===== src/rtl/fifo_pkg.sv =====
// fifo_pkg: shared defaults and helper types for the SRAM-backed FIFO
// controller.
//   FIFO_WIDTH / FIFO_DEPTH : default data width and entry count
//   addr_t                  : SRAM address / pointer type at the default depth
//   count_t                 : occupancy type at the default depth (0..DEPTH)
package fifo_pkg;

  localparam int FIFO_WIDTH      = 8;
  localparam int FIFO_DEPTH      = 8;
  localparam int FIFO_ADDR_WIDTH = $clog2(FIFO_DEPTH);

  typedef logic [FIFO_ADDR_WIDTH-1:0] addr_t;
  typedef logic [FIFO_ADDR_WIDTH:0]   count_t;

endpackage


===== src/rtl/fifo_ptr.sv =====
// fifo_ptr: single wrapping pointer with enable.
//   clk   : clock, rising edge
//   reset : synchronous, active-high; clears the pointer to 0
//   en    : advance the pointer by one this cycle
//   ptr   : current pointer value, wraps from 2**ADDR_WIDTH-1 to 0
module fifo_ptr #(
  parameter int ADDR_WIDTH = 3
) (
  input  logic                  clk,
  input  logic                  reset,
  input  logic                  en,
  output logic [ADDR_WIDTH-1:0] ptr
);

  // Depth is a power of two, so natural overflow of the adder is the wrap.
  always_ff @(posedge clk) begin
    if (reset) begin
      ptr <= '0;
    end else if (en) begin
      ptr <= ptr + 1'b1;
    end
  end

endmodule


===== src/rtl/sram_fifo_ctrl.sv =====
// sram_fifo_ctrl: FIFO controller driving an external dual-port SRAM.
// Port A of the SRAM is the write port, port B the read port. The block
// holds only pointers, occupancy and flags; the data lives in the SRAM.
//   clk, reset               : clock (rising edge), sync active-high reset
//   push, push_data          : enqueue request and word
//   pop                      : dequeue request
//   pop_valid, pop_data      : dequeued word, one cycle after an issued pop
//   full, empty, count       : registered occupancy state
//   overflow, underflow      : one-cycle error pulses (push when full,
//                              pop when empty)
//   sram_chip_sel            : SRAM chip select
//   sram_read_ena_a/_b       : SRAM read enables (low on A means write)
//   sram_address_a/_b        : SRAM addresses (A = write ptr, B = read ptr)
//   sram_data_in_a/_b        : SRAM write data (B never writes)
//   sram_data_out_b          : SRAM port B read data, 1-cycle latency
module sram_fifo_ctrl
  import fifo_pkg::*;
#(
  parameter int WIDTH      = FIFO_WIDTH,
  parameter int DEPTH      = FIFO_DEPTH,
  parameter int ADDR_WIDTH = $clog2(DEPTH)
) (
  input  logic                  clk,
  input  logic                  reset,
  input  logic                  push,
  input  logic [WIDTH-1:0]      push_data,
  input  logic                  pop,
  output logic                  pop_valid,
  output logic [WIDTH-1:0]      pop_data,
  output logic                  full,
  output logic                  empty,
  output logic [ADDR_WIDTH:0]   count,
  output logic                  overflow,
  output logic                  underflow,
  output logic                  sram_chip_sel,
  output logic                  sram_read_ena_a,
  output logic                  sram_read_ena_b,
  output logic [ADDR_WIDTH-1:0] sram_address_a,
  output logic [ADDR_WIDTH-1:0] sram_address_b,
  output logic [WIDTH-1:0]      sram_data_in_a,
  output logic [WIDTH-1:0]      sram_data_in_b,
  input  logic [WIDTH-1:0]      sram_data_out_b
);

  localparam logic [ADDR_WIDTH:0] DEPTH_C = (ADDR_WIDTH+1)'(DEPTH);

  logic [ADDR_WIDTH-1:0] wr_ptr;
  logic [ADDR_WIDTH-1:0] rd_ptr;
  logic                  chip_sel_p1;
  logic                  do_push_p0;
  logic                  do_pop_p0;
  logic [ADDR_WIDTH:0]   count_nxt;

  // Stage p0: request qualification and SRAM port drive (combinational).
  // chip_sel_p1 is cleared by reset and comes back one cycle after reset
  // drops; gating with reset makes the select low during reset as well.
  assign sram_chip_sel = chip_sel_p1 & ~reset;

  // Requests are only taken while the SRAM is selected, otherwise a push in
  // the post-reset cycle would advance wr_ptr without the word being stored.
  assign do_push_p0 = push & ~full  & sram_chip_sel;
  assign do_pop_p0  = pop  & ~empty & sram_chip_sel;

  assign sram_read_ena_a = ~do_push_p0;
  assign sram_address_a  = wr_ptr;
  assign sram_data_in_a  = push_data;

  assign sram_read_ena_b = 1'b1;
  assign sram_address_b  = rd_ptr;
  assign sram_data_in_b  = '0;

  assign pop_data = sram_data_out_b;

  always_comb begin
    count_nxt = count;
    unique case ({do_push_p0, do_pop_p0})
      2'b10:   count_nxt = count + 1'b1;
      2'b01:   count_nxt = count - 1'b1;
      default: count_nxt = count;
    endcase
  end

  fifo_ptr #(.ADDR_WIDTH(ADDR_WIDTH)) u_wr_ptr (
    .clk   (clk),
    .reset (reset),
    .en    (do_push_p0),
    .ptr   (wr_ptr)
  );

  fifo_ptr #(.ADDR_WIDTH(ADDR_WIDTH)) u_rd_ptr (
    .clk   (clk),
    .reset (reset),
    .en    (do_pop_p0),
    .ptr   (rd_ptr)
  );

  // Stage p1: registered occupancy, flags and read-valid. pop_valid lines up
  // with the SRAM's one-cycle read latency on port B; flags are derived from
  // the next count so they always agree with the registered count.
  always_ff @(posedge clk) begin
    if (reset) begin
      count       <= '0;
      full        <= 1'b0;
      empty       <= 1'b1;
      pop_valid   <= 1'b0;
      overflow    <= 1'b0;
      underflow   <= 1'b0;
      chip_sel_p1 <= 1'b0;
    end else begin
      count       <= count_nxt;
      full        <= (count_nxt == DEPTH_C);
      empty       <= (count_nxt == '0);
      pop_valid   <= do_pop_p0;
      overflow    <= push & full;
      underflow   <= pop & empty;
      chip_sel_p1 <= 1'b1;
    end
  end

endmodule


===== config.mk =====
export PLATFORM = sky130hd
export DESIGN_NAME = sram_fifo_ctrl
export DESIGN_NICKNAME = d
export VERILOG_FILES = /design/src/rtl/fifo_pkg.sv /design/src/rtl/fifo_ptr.sv /design/src/rtl/sram_fifo_ctrl.sv
export SDC_FILE = /design/constraint.sdc
export NUM_CORES = 1
export LEC_CHECK = 0
export ABC_CLOCK_PERIOD_IN_PS = 2900
export BUFFER_PORTS_ARGS = -buffer_cell sky130_fd_sc_hd__buf_4
export CORE_MARGIN = 1
export CORE_UTILIZATION = 41
export DETAILED_ROUTE_END_ITERATION = 10
export HOLD_SLACK_MARGIN = 0.05
export MAX_ROUTING_LAYER = met4
export PLACE_DENSITY = 0.79
export SYNTH_ARGS = -nofsm -noshare
export SYNTH_HDL_FRONTEND = slang
export SYNTH_SLANG_ARGS = --single-unit

===== constraint.sdc =====
create_clock -name clk -period 2.9 [get_ports clk]
set_input_delay 0.435 -clock clk [delete_from_list [all_inputs] [get_ports clk]]
set_output_delay 0.435 -clock clk [all_outputs]
set_load 0.05 [all_outputs]

==> impl_metrics.toml <==
[die]
dieHeight_um = 49.62
initial_utilization_pct = 45.53
die_w_um = 49.62
rows = 16
core_mm2 = 0.002042
dieArea_mm2 = 0.002462
num_io_pins = 62

[route]
dr.pass1.iters = 3
viasPerCell = 4.718
wirelength_um = 1534
antenna_left = 0
drc = 0
dr.first_iter.drc_count = 7
wire_per_inst_um = 11.71
via_count = 618

[pwr]
fin_total_pwr_mw = 0.4632
powerDensity_mw_per_mm2 = 474.6
combPwrFrac_pct = 18.7
leakagePower_nw = 0.4733
p_sw_share_pct = 30.05
internal_power_mw = 0.3240
peakVddDrop_v = 0.0002609
power_frac_clock_pct = 31.3
p_seq_share_pct = 49.9
p_switching_mw = 0.1392

[critical_path]
crit_fanout = 6
cp_data_arrival_time_ns = 2.48
startpoint_type = "register"
required_ns = 3.09
path_class = "reg2reg"
end_kind = "register"

[synthesis]
yosysSeqAreaShare_pct = 34.45
synth_seq_cells = 16
synth_area_um2 = 929.6
syn-instance-count = 100
ys_warn_count = 0
synth_cell_types = 30
synth_area_per_cell_um2 = 9.296

[clock_tree]
cts_tree = "done"
cts_hold_buf = 0
clockRootBuffer = "clkbuf_4"
clk_latency_ns = 0.28
ctsResizeCount = 0
cts_setup_buffers = 0
cts_buffers = 3
clkSinkCount = 16
path_clk_slew_ns = 0.09
clock_path_buffers = 2
htreeDepth = 1

[sta]
hold_slack_ns = 0.3882
setup_viol = 0
slew_viol_final = 0
fin_crit_ns = 2.298
hold_viol = 0
rsz0062_at_grt = "false"
max_freq_mhz = 435.3
fin_setup_tns_ns = 0
fin_skew_ns = 0.001981
fin_crit_sh_pct = 79.22

[global_routing]
track_usage_pct = 13.72
grt_pass1_wl_um = 2518
grt_pass1_vias = 572
grt_max_degree = 13
grt_overflow_total = 0
antenna_found_initial = 0

[cells_and_area]
drive_above_1_share_pct = 30.77
diodes = 0
nets = 129
synthToLayoutAreaGrowth_pct = 4.980
final_area_um2 = 975.9

[place]
hpwl_um = 1198
port_buffers = 20
gp_congestion = 0.6988
post_dp_cell_area_um2 = 939.7

[job]
cap_violations = 0

[outcome]
status = "finished, final reports clean"

[worst_hold_path]
hold_class = "in2reg"
-- critical path, stage by stage (launching register included) --
cell and delay [ns]:
dfxtp_1 0.33, or2b_4 0.28, nor2b_1 0.30, inv_1 0.14, ha_1 0.27, nand4b_1 0.18, a22o_1 0.20, a21oi_2 0.18
xnor2_1 0.10, a31o_1 0.22
-- stage by stage --
| step | cells | util [%] | setup slack [ns] |
|---|---|---|---|
| 3_5_place_dp | 127 | 46.02 | 0.3830 |
| 2_1_floorplan | 107 | - | 0.08756 |
| 5_1_grt | 131 | 47.79 | 0.3717 |
| 4_1_cts | 131 | 47.79 | 0.5879 |
| 6_report | 131 | 47.79 | 0.6025 |
| 3_3_place_gp | 127 | 46.02 | 0.4189 |
-- synthesized netlist by cell type --
master	count	area, um2
a22o_1	1	8.760
o21ai_0	2	10.01
and4bb_1	1	12.51
ha_1	4	50.05
dfxtp_1	16	320.3
and3_1	4	25.02
or2b_4	1	11.26
mux2_2	1	11.26
nand4b_1	1	8.760
nand4_2	1	12.51
o21bai_2	1	11.26
mux2i_1	1	10.01
nand2b_1	3	18.77
a21oi_1	2	10.01
a31o_1	1	8.760
nand2_1	7	26.28
nor2b_1	2	12.51
and4_1	1	8.760
conb_1	2	7.510
xor2_1	4	35.03
nor2_1	8	30.03
buf_6	1	11.26
and4bb_2	1	12.51
inv_1	2	7.510
a21oi_2	1	8.760
xnor2_1	3	26.28
xor2_2	1	16.27
clkbuf_1	1	3.750
buf_4	25	187.7
o22ai_1	1	6.260
-- kinds of logic (layout without fill, tap and decap cells) --
| group | after synthesis | count (layout) | share of synthesized area, % |
|---|---|---|---|
| buf+inv | 29 | 26 | 22.61 |
| mux | 2 | 2 | 2.288 |
| xor+xnor | 8 | 8 | 8.345 |
| compound gates | 9 | 9 | 6.865 |
| flops | 16 | 16 | 34.46 |
| simple gates | 30 | 30 | 19.25 |
| fa+ha+maj | 4 | 4 | 5.384 |
| other cells | 2 | 9 | 0.8078 |
-- path summary, 6_finish.rpt --
kind / endpoint / slack (ns) / depth (start not counted) / startpoint
worst max register to register: empty / 0.60 / 9 / full
worst max-delay path: empty / 0.60 / 9 / full
worst min-delay path: overflow / 0.39 / 2 / push
worst min register to register: u_wr_ptr.ptr[1] / 0.49 / 2 / u_wr_ptr.ptr[1]
-- cell type report --
class                   count  area (um2)
flip-flops and latches     16       320.3
fillers                   202        1066
clock buffers               4       36.28
repair buffers             20       150.1
well taps                  27       33.78
inverters                   2       7.507
multi-input cells          62       427.9
-- power groups by stage --
stage | combinational [mW] | clock (mW) | sequential [mW]
2_1_floorplan | 0.120 | 0 | 0.253
3_3_place_gp | 0.0859 | 0 | 0.236
3_5_place_dp | 0.0868 | 0 | 0.236
4_1_cts | 0.0870 | 0.153 | 0.231
5_1_grt | 0.0913 | 0.161 | 0.232
6_report | 0.0868 | 0.145 | 0.231
-- sequential cells by signal, summed over array words and instances, names as in the netlist --
register,count
u_rd_ptr.ptr,3
overflow,1
empty,1
pop_valid,1
full,1
count,4
underflow,1
u_wr_ptr.ptr,3
chip_sel_p1,1
-- per-layer routing --
layer	vias to the layer above	share of wire (%)	global-route usage [%]
li1	301	-	-
met1	285	42	16.01
met2	24	49	20.50
met3	8	6.5	3.395
met4	0	2.3	9.524
met5	-	0	-
-- layout by cell type, fill, tap and decap left out, types with 2 or more instances in the layout --
master / synthesis / routed
dfxtp_1: 16 / 16
xnor2_1: 3 / 3
conb_1: 2 / 9
nand2_1: 7 / 7
clkbuf_4: 0 / 3
buf_4: 25 / 20
xor2_1: 4 / 4
ha_1: 4 / 4
o21ai_0: 2 / 2
inv_1: 2 / 2
nor2_1: 8 / 8
a21oi_1: 2 / 2
and3_1: 4 / 4
nand2b_1: 3 / 3
Note: power is estimated with default switching activity, not from simulation.
